===== src/rtl/rc5_decrypt_core_if.sv =====
// ---------------------------------------------------------------------------
// rc5_decrypt_core_if
// Bundles the request/response handshake of the RC5 decryption core together
// with the read port into the expanded key table S[0..t-1].
//
// Signals
//   start      request, sampled by the core only while idle
//   A_in/B_in  ciphertext word pair
//   S_address  registered read address into the S table (driven by the core)
//   S_sub_i    S[S_address], combinational read data (driven by the table)
//   A_out/B_out plaintext word pair, held until the next completion
//   busy       high while a decryption is in progress
//   done       one-cycle pulse when A_out/B_out are valid
//
// Modports
//   master  requester side that also owns the S table
//   slave   the decryption core
// ---------------------------------------------------------------------------
interface rc5_decrypt_core_if #(
    parameter int w = 32,
    parameter int r = 12
);
    localparam int t        = 2 * (r + 1);
    localparam int t_length = $clog2(t);

    logic                start;
    logic [w-1:0]        A_in;
    logic [w-1:0]        B_in;
    logic [t_length-1:0] S_address;
    logic [w-1:0]        S_sub_i;
    logic [w-1:0]        A_out;
    logic [w-1:0]        B_out;
    logic                busy;
    logic                done;

    modport master (
        output start, A_in, B_in, S_sub_i,
        input  S_address, A_out, B_out, busy, done
    );

    modport slave (
        input  start, A_in, B_in, S_sub_i,
        output S_address, A_out, B_out, busy, done
    );
endinterface


===== src/rtl/rc5_decrypt_core.sv =====
// ---------------------------------------------------------------------------
// rc5_decrypt_core
// Iterative RC5-w/r decryption engine. One half-round is applied per clock,
// walking the expanded key table from S[t-1] down to S[0]. The plaintext
// pair appears on A_out/B_out together with a one-cycle done pulse, t clock
// edges after the edge that accepted start.
//
// Ports
//   i_clk1  single clock, rising edge
//   i_rst   asynchronous reset, active low
//   bus     rc5_decrypt_core_if.slave : start, A_in, B_in, S_address,
//           S_sub_i, A_out, B_out, busy, done
// ---------------------------------------------------------------------------
module rc5_decrypt_core #(
    parameter int w = 32,
    parameter int r = 12
) (
    input  logic                i_clk1,
    input  logic                i_rst,
    rc5_decrypt_core_if.slave   bus
);
    localparam int t          = 2 * (r + 1);
    localparam int t_length   = $clog2(t);
    localparam int rot_length = $clog2(w);

    localparam logic [t_length-1:0] K_LAST = t_length'(t - 1);
    localparam logic [t_length-1:0] K_ONE  = t_length'(1);

    typedef enum logic {
        IDLE,
        RUN
    } state_t;

    state_t              r_state;
    logic [t_length-1:0] r_k;
    logic [w-1:0]        r_a;
    logic [w-1:0]        r_b;
    logic [w-1:0]        r_aOut;
    logic [w-1:0]        r_bOut;
    logic                r_busy;
    logic                r_done;

    logic [w-1:0]        w_aSub;
    logic [w-1:0]        w_bSub;
    logic [w-1:0]        w_aRound;
    logic [w-1:0]        w_bRound;

    // Rotating the doubled word keeps every amount 0..w-1 exact and never
    // produces a shift by the full word width.
    function automatic logic [w-1:0] rotr(input logic [w-1:0]          x,
                                          input logic [rot_length-1:0] s);
        logic [2*w-1:0] d;
        d = {x, x} >> s;
        return d[w-1:0];
    endfunction

    // The step counter doubles as the table address, so S_sub_i is S[k]
    // for the whole cycle in which step k is applied.
    assign bus.S_address = r_k;
    assign bus.A_out     = r_aOut;
    assign bus.B_out     = r_bOut;
    assign bus.busy      = r_busy;
    assign bus.done      = r_done;

    // Half-round datapath: the odd step updates B using A as rotate amount,
    // the following even step updates A using the freshly updated B.
    assign w_aSub   = r_a - bus.S_sub_i;
    assign w_bSub   = r_b - bus.S_sub_i;
    assign w_aRound = rotr(w_aSub, r_b[rot_length-1:0]) ^ r_b;
    assign w_bRound = rotr(w_bSub, r_a[rot_length-1:0]) ^ r_a;

    // Control FSM with registered outputs. Step 0 completes the final
    // whitening subtraction directly into the output registers.
    always_ff @(posedge i_clk1 or negedge i_rst) begin
        if (!i_rst) begin
            r_state <= IDLE;
            r_k     <= '0;
            r_a     <= '0;
            r_b     <= '0;
            r_aOut  <= '0;
            r_bOut  <= '0;
            r_busy  <= 1'b0;
            r_done  <= 1'b0;
        end else begin
            case (r_state)
                IDLE: begin
                    r_done <= 1'b0;
                    if (bus.start) begin
                        r_a     <= bus.A_in;
                        r_b     <= bus.B_in;
                        r_k     <= K_LAST;
                        r_busy  <= 1'b1;
                        r_state <= RUN;
                    end
                end
                RUN: begin
                    if (r_k == '0) begin
                        r_a     <= w_aSub;
                        r_aOut  <= w_aSub;
                        r_bOut  <= r_b;
                        r_done  <= 1'b1;
                        r_busy  <= 1'b0;
                        r_state <= IDLE;
                    end else begin
                        if (r_k == K_ONE) begin
                            r_b <= w_bSub;
                        end else if (r_k[0]) begin
                            r_b <= w_bRound;
                        end else begin
                            r_a <= w_aRound;
                        end
                        r_k <= r_k - K_ONE;
                    end
                end
                default: begin
                    r_state <= IDLE;
                end
            endcase
        end
    end
endmodule


===== src/flat_wrapper.sv =====
// flat-port wrapper written by rule: the top's interface ports become plain ports
module rc5_decrypt_core_flat 
#(
    parameter int w = 32,
    parameter int r = 12
)
  (i_clk1, i_rst, bus_start, bus_A_in, bus_B_in, bus_S_sub_i, bus_S_address, bus_A_out, bus_B_out, bus_busy, bus_done);
  rc5_decrypt_core_if #(.w(w), .r(r)) bus_i ();
  input  logic i_clk1;
  input  logic i_rst;
  input wire logic [$bits(bus_i.start)-1:0] bus_start;
  input wire logic [$bits(bus_i.A_in)-1:0] bus_A_in;
  input wire logic [$bits(bus_i.B_in)-1:0] bus_B_in;
  input wire logic [$bits(bus_i.S_sub_i)-1:0] bus_S_sub_i;
  output wire logic [$bits(bus_i.S_address)-1:0] bus_S_address;
  output wire logic [$bits(bus_i.A_out)-1:0] bus_A_out;
  output wire logic [$bits(bus_i.B_out)-1:0] bus_B_out;
  output wire logic [$bits(bus_i.busy)-1:0] bus_busy;
  output wire logic [$bits(bus_i.done)-1:0] bus_done;
  assign bus_i.start = bus_start;
  assign bus_i.A_in = bus_A_in;
  assign bus_i.B_in = bus_B_in;
  assign bus_i.S_sub_i = bus_S_sub_i;
  assign bus_S_address = bus_i.S_address;
  assign bus_A_out = bus_i.A_out;
  assign bus_B_out = bus_i.B_out;
  assign bus_busy = bus_i.busy;
  assign bus_done = bus_i.done;
  rc5_decrypt_core #(.w(w), .r(r)) u_core (.i_clk1(i_clk1), .i_rst(i_rst), .bus(bus_i));
endmodule

===== config.mk =====
export PLATFORM = sky130hd
export DESIGN_NAME = rc5_decrypt_core_flat
export DESIGN_NICKNAME = d
export VERILOG_FILES = /design/src/rtl/rc5_decrypt_core_if.sv /design/src/rtl/rc5_decrypt_core.sv /design/src/flat_wrapper.sv
export SDC_FILE = /design/constraint.sdc
export NUM_CORES = 1
export LEC_CHECK = 0
export CORE_MARGIN = 3
export CORE_UTILIZATION = 40
export CTS_BUF_LIST = sky130_fd_sc_hd__clkbuf_16
export DETAILED_ROUTE_END_ITERATION = 12
export PLACE_DENSITY = 0.65
export SYNTH_ARGS = -nofsm -noshare
export SYNTH_HDL_FRONTEND = slang
export SYNTH_SLANG_ARGS = --single-unit

===== constraint.sdc =====
create_clock -name i_clk1 -period 6.5 [get_ports i_clk1]
set_input_delay 1.625 -clock i_clk1 [delete_from_list [all_inputs] [get_ports i_clk1]]
set_output_delay 1.625 -clock i_clk1 [all_outputs]
set_load 0.005 [all_outputs]

==> Word level (Yosys, flattened, before mapping) <==
Index checks and enable logic that the tools add are counted.
Widths: inputs -> output; s select.
{ "word_totals": {"in_bits": 99, "reg_bits": 136, "out_inout_bits": 71, "elab_cells": 50} }
{ "op_classes": {"addsub": 3, "n_reduce_logical": 6, "n_bitwise": 3, "n_shift": 2, "mux": 21, "n_eq_ne": 7} }
{ "op_table": {"columns": ["op", "count"], "rows": [
  ["$mux 32", 8],
  ["$pmux 32 s2", 2],
  ["$shr 64x5->32", 2],
  ["$sub 32x32->32", 2],
  ["$xor 32x32->32", 2],
  ["$mux 5", 2],
  ["$pmux 5 s2", 1],
  ["$ne 3x3->1 const B", 3],
  ["$ne 2x2->1 const B", 3],
  ["$pmux 1 s2", 3],
  ["$reduce_and 2->1", 3],
  ["$reduce_and 3->1", 2],
  ["$eq 5x1->1 const B", 1],
  ["$logic_not 5->1", 1],
  ["$mux 1", 5],
  ["$sub 5x1->5 const B", 1],
  ["$not 1->1", 1]
]} }

==> Depth between registers and ports, before layout <==
Gate-level depths: netlist of run 1.
{ "logic_depth": {"ltp_word": 7, "depth_mapped": 18, "depth_no_buf": 16} }

==> Worst setup path after synthesis of run 1 <==
No wires, ideal clock.
{ "synth_path": {"path_kind": "in2reg", "from": "in bus_S_sub_i[0]", "to": "reg u_core.r_b[20]", "slack_ns": 1.527, "cell_stages": 14, "t_required_ns": 6.382, "setup_ns": 0.118, "path_buffers": 0, "t_arrival_ns": 4.855, "cell_sequence": "ha_1 inv_1 fa_1 a21o_1 a221o_1 a31o_1 a211oi_2 nor2_1 a31o_1 a211o_1 mux2_2 mux4_2 xnor2_1 a21o_1"} }
{ "synth_via": {"elab_chain_len": 7} }
{ "synth_lines": {"columns": ["element", "line", "rtl"], "rows": [
  ["start: declaration", "flat_wrapper.sv:14", "input wire logic [$bits(bus_i.S_sub_i)-1:0] bus_S_sub_i;"],
  ["$sub 32x32->32 *", "rc5_decrypt_core.sv:68", "assign w_bSub = r_b - bus.S_sub_i;"],
  ["$shr 64x5->32", "rc5_decrypt_core.sv:53", "d = {x, x} >> s;"],
  ["$xor 32x32->32", "rc5_decrypt_core.sv:70", "assign w_bRound = rotr(w_bSub, r_a[rot_length-1:0]) ^ r_a;"],
  ["$mux 32", "rc5_decrypt_core.sv:107", "end else if (r_k[0]) begin"],
  ["$mux 32 *", "rc5_decrypt_core.sv:105", "if (r_k == K_ONE) begin"],
  ["$mux 32 *", "rc5_decrypt_core.sv:97", "if (r_k == '0) begin"],
  ["$pmux 32 s2 *", "rc5_decrypt_core.sv:85", "case (r_state)"],
  ["end signal: assignment", "rc5_decrypt_core.sv:90", "r_b <= bus.B_in;"],
  ["end signal: assignment", "rc5_decrypt_core.sv:106", "r_b <= w_bSub;"],
  ["end signal: assignment", "rc5_decrypt_core.sv:108", "r_b <= w_bRound;"],
  ["end: declaration", "rc5_decrypt_core.sv:37", "logic [w-1:0] r_b;"]
]} }
Every way passes the cells marked *; elsewhere a longest branch is shown, timed or not. The select of a mux whose other input is x is not followed.
A chain may end at the register's enable or synchronous reset.

==> Worst setup path in the final report of run 1 <==
{ "layout_path": {"from": "in bus_S_sub_i[16]", "to": "reg u_core.r_a[3]"} }
{ "layout_via": {"elab_chain_len": 7} }
{ "layout_lines": {"columns": ["element", "line", "rtl"], "rows": [
  ["$sub 32x32->32", "rc5_decrypt_core.sv:67", "assign w_aSub = r_a - bus.S_sub_i;"],
  ["$shr 64x5->32", "rc5_decrypt_core.sv:53", null],
  ["$xor 32x32->32", "rc5_decrypt_core.sv:69", "assign w_aRound = rotr(w_aSub, r_b[rot_length-1:0]) ^ r_b;"],
  ["$mux 32", "rc5_decrypt_core.sv:107", null],
  ["$mux 32", "rc5_decrypt_core.sv:105", null],
  ["$mux 32", "rc5_decrypt_core.sv:97", null],
  ["$pmux 32 s2", "rc5_decrypt_core.sv:85", null],
  ["end signal: assignment", "rc5_decrypt_core.sv:89", "r_a <= bus.A_in;"],
  ["end signal: assignment", "rc5_decrypt_core.sv:98", "r_a <= w_aSub;"],
  ["end signal: assignment", "rc5_decrypt_core.sv:110", "r_a <= w_aRound;"],
  ["end: declaration", "rc5_decrypt_core.sv:36", "logic [w-1:0] r_a;"]
]} }
Every way passes these cells. The select of a mux whose other input is x is not followed.

==> metrics, run 1 <==
commonest non-fill, non-tap cell in the layout nand2_1; YS warnings 0; grt ovf 0; Layout Skew ~0.013 ns; first-pass GRT wire length between 100 and 150 mm; H-tree levels 4; Iteration-0 DRC Markers around 2000; Longest Clk Path Bufs 2; final WL slightly below 90 mm; cells after synthesis around 2200; die area 0.0446 mm^2; minimum clock period 6.12 ns; antenna violations before repair 0; most frequent CP cell or4_1; CP endpoint u_core.r_a[3]; Antenna diodes 0; r2r setup slk approximately 1.3 ns; most frequent cells in the layout nand2_1, nor2_1, clkdlybuf4s50_1, a21oi_1, dfrtp_1; Main synth FF type dfrtp_1; drt drc 0; syn avg cell area 7.57 um^2; Synthesized Nets 2390; Hold Slack 0.472 ns; most area-consuming cells after synthesis dfrtp_1, nand2_1, ha_1; RSZ-0062 raised after global routing no; TritonRoute pass-1 iters 8; Worst-path clk slew around 0.07 ns; crit path cell chain clkdlybuf4s50_1 -> inv_1 -> ha_1 -> a21oi_1 -> o21ai_0 -> or4_1 -> o311ai_0 -> a211oi_2 -> mux2i_1 -> and2_1 -> o32ai_1 -> nor2_1 -> or4_1 -> a221oi_1; IO Port Bufs about 170; Area Growth Syn to Fin 17.8%; fmax between 0.15 and 0.2 GHz; Yosys top cell area share 0.202; clk root buf clkbuf_16; Cell variety after synth between 100 and 150; met1 Track Usage GR 0.482; DRT antenna net count 0; Via Count between 15000 and 20000; Critical Path Sink Type flip-flop; crit path max fanout 11; hpwl dp 70.9 mm; Hold Vio Cnt, Final 0; Setup crit start kind input port; Worst R2R Path Depth 12; HP Class flip-flop to flip-flop; GP Congestion between 1 and 1.5; largest net degree at the start of global routing 85; met2 Use GR 0.596; CP Buf/Inv Count 2; TritonCTS clock tree yes; Req. time, crit path 6.83 ns; Global Route met3 Usage 0.0673; FF+latch count, synth roughly 140; outcome finished clean; fin crit share 0.941; CP peak stage delay 0.72 ns; max_cap viols 0; r2r endpoint u_core.r_a[3]; WS Path Type input port to flip-flop; delay-heaviest family, CP compound AO/OA/AOI/OAI gates; latest clock arrival within the worst-skew pair around 0.45 ns; core outline area 0.0412 mm^2; Post-synth EDFFs 0; Critical path origin bus_S_sub_i[16]; share of cells above drive strength 1 0.110; Vias/cell roughly 6.8; WP depth 14; I/O pins between 150 and 200; GRT Max-Usage Layer met2; num rows 74; Slew headroom 0.241; Nets ~2500; Final Max Tran Viols 0; r2r startpoint u_core.r_a[16]; Post-synth ARST share 1.00; synthesized area approximately 0.017 mm^2; register area share after synthesis 0.202; clk sink count roughly 140; Final Instance Area 0.0198 mm^2; Setup Viol. Count Final 0; global-route usage over all layers 0.389; Fillers ~4200; die width roughly 210 um; Critical-path top delay cell o21ai_0; Placed Area 0.0193 mm^2; Initial Util 0.408; CTS buffer count 17; Die Ht 211 um; cell taking the most area after synthesis dfrtp_1; Avg WL per Cell approximately 30 um; Tightest Pin Transition 1.13 ns; Post-CTS Hold Buffers 0; Critical Path AT between 6 and 7 ns; via count of the first global-routing pass roughly 18000
cell families after synthesis:
logic type               after synthesis  share of synthesized area
AND/OR/NAND/NOR                      828                      0.223
AO/OA/AOI/OAI                        745                      0.313
buffers and inverters                220                     0.0628
flip-flops                           136                      0.202
multiplexers                         129                     0.0969
XOR/XNOR                              97                     0.0505
adder cells (fa/ha/maj)               68                     0.0514
what timing repair did:
| action | CTS | global route |
|---|---|---|
| gates resized for setup | 0 | 1 |
| buffers inserted | 0 | 0 |
| endpoints found under the hold margin | 0 | 0 |
| endpoints found under the setup margin | 0 | 1 |
final cells by class:
class / count / area, um^2 / area share
clock inverters: 15 / 148 / 0.00744
multi-input cells: 1867 / 12400 / 0.626
inverters: 64 / 240 / 0.0121
clock buffers: 17 / 425 / 0.0214
well taps: 532 / 666 / 0.0336
flip-flops and latches: 136 / 3410 / 0.172
repair buffers: 282 / 2540 / 0.128
layer usage:
| layer | routed length [um] | part of all wire |
|---|---|---|
| met5 | 0 | 0 |
| met3 | 7930 | 0.089 |
| met4 | 8970 | 0.10 |
| met1 | 33400 | 0.38 |
| met2 | 38500 | 0.43 |
through the flow:
stage | setup TNS, ns | setup slack (ns) | std cells | utilization
2_1_floorplan | 0 | 1.53 | 2223 | -
3_3_place_gp | -0.169 | -0.169 | 2881 | 0.467
3_5_place_dp | -0.110 | -0.105 | 2881 | 0.467
6_report | 0 | 0.382 | 2913 | 0.481
5_1_grt | 0 | 0.197 | 2913 | 0.481
4_1_cts | 0 | 0.307 | 2913 | 0.481
worst min path at each step:
stage	startpoint	to	slack, ns	depth (start not counted)
after floorplan	u_core.bus.A_out[25]	u_core.bus.A_out[25]	0.47	2
after global placement	u_core.bus.A_out[10]	u_core.bus.A_out[10]	0.46	2
after detailed placement	u_core.bus.B_out[17]	u_core.bus.B_out[17]	0.46	2
after CTS	u_core.bus.B_out[17]	u_core.bus.B_out[17]	0.48	2
after global routing	u_core.bus.B_out[17]	u_core.bus.B_out[17]	0.49	2
final	u_core.bus.A_out[5]	u_core.bus.A_out[5]	0.47	2
state kept, by name, indices dropped and copies added (netlist names):
| register | flops |
|---|---|
| u_core.r_b | 32 |
| u_core.bus.S_address | 5 |
| u_core.bus.B_out | 32 |
| u_core.bus.busy | 1 |
| u_core.bus.A_out | 32 |
| u_core.r_state | 1 |
| u_core.r_a | 32 |
| u_core.bus.done | 1 |
Yosys cell counts, types with 20 or more instances:
| cell type | instances |
|---|---|
| mux4_2 | 23 |
| nand2_1 | 349 |
| mux2_2 | 27 |
| and2_1 | 25 |
| o21a_1 | 21 |
| a31oi_1 | 24 |
| xnor2_1 | 59 |
| dfrtp_1 | 136 |
| ha_1 | 66 |
| nand3_1 | 50 |
| xor2_1 | 38 |
| nand4_1 | 30 |
| a21oi_1 | 164 |
| inv_1 | 57 |
| o22ai_1 | 34 |
| clkbuf_1 | 97 |
| o221ai_1 | 27 |
| a221oi_1 | 31 |
| mux2i_1 | 77 |
| and3_1 | 20 |
| a21o_1 | 32 |
| a211oi_1 | 32 |
| or3_1 | 24 |
| nor3_1 | 56 |
| o21ai_0 | 130 |
| o211ai_1 | 30 |
| nor2_1 | 199 |
tightest hold or removal path: stages (launching register included):
cell and delay, ns:
dfrtp_1 0.34, nand2_1 0.05, nand2_1 0.05
Power of run 1 is not shown: default switching activity piles up to over one toggle a cycle in this logic, so the estimate is an artifact.
==> inputs of run 2 (changes only) <==
Settings changed: ABC_AREA set to 0, ABC_CLOCK_PERIOD_IN_PS set to 6500, SKIP_LAST_GASP set to 1.
==> results of run 2 <==
Same layout as run 1: the final DEF is identical, and so are final timing and power.
Power of run 2 is left out for the same reason.
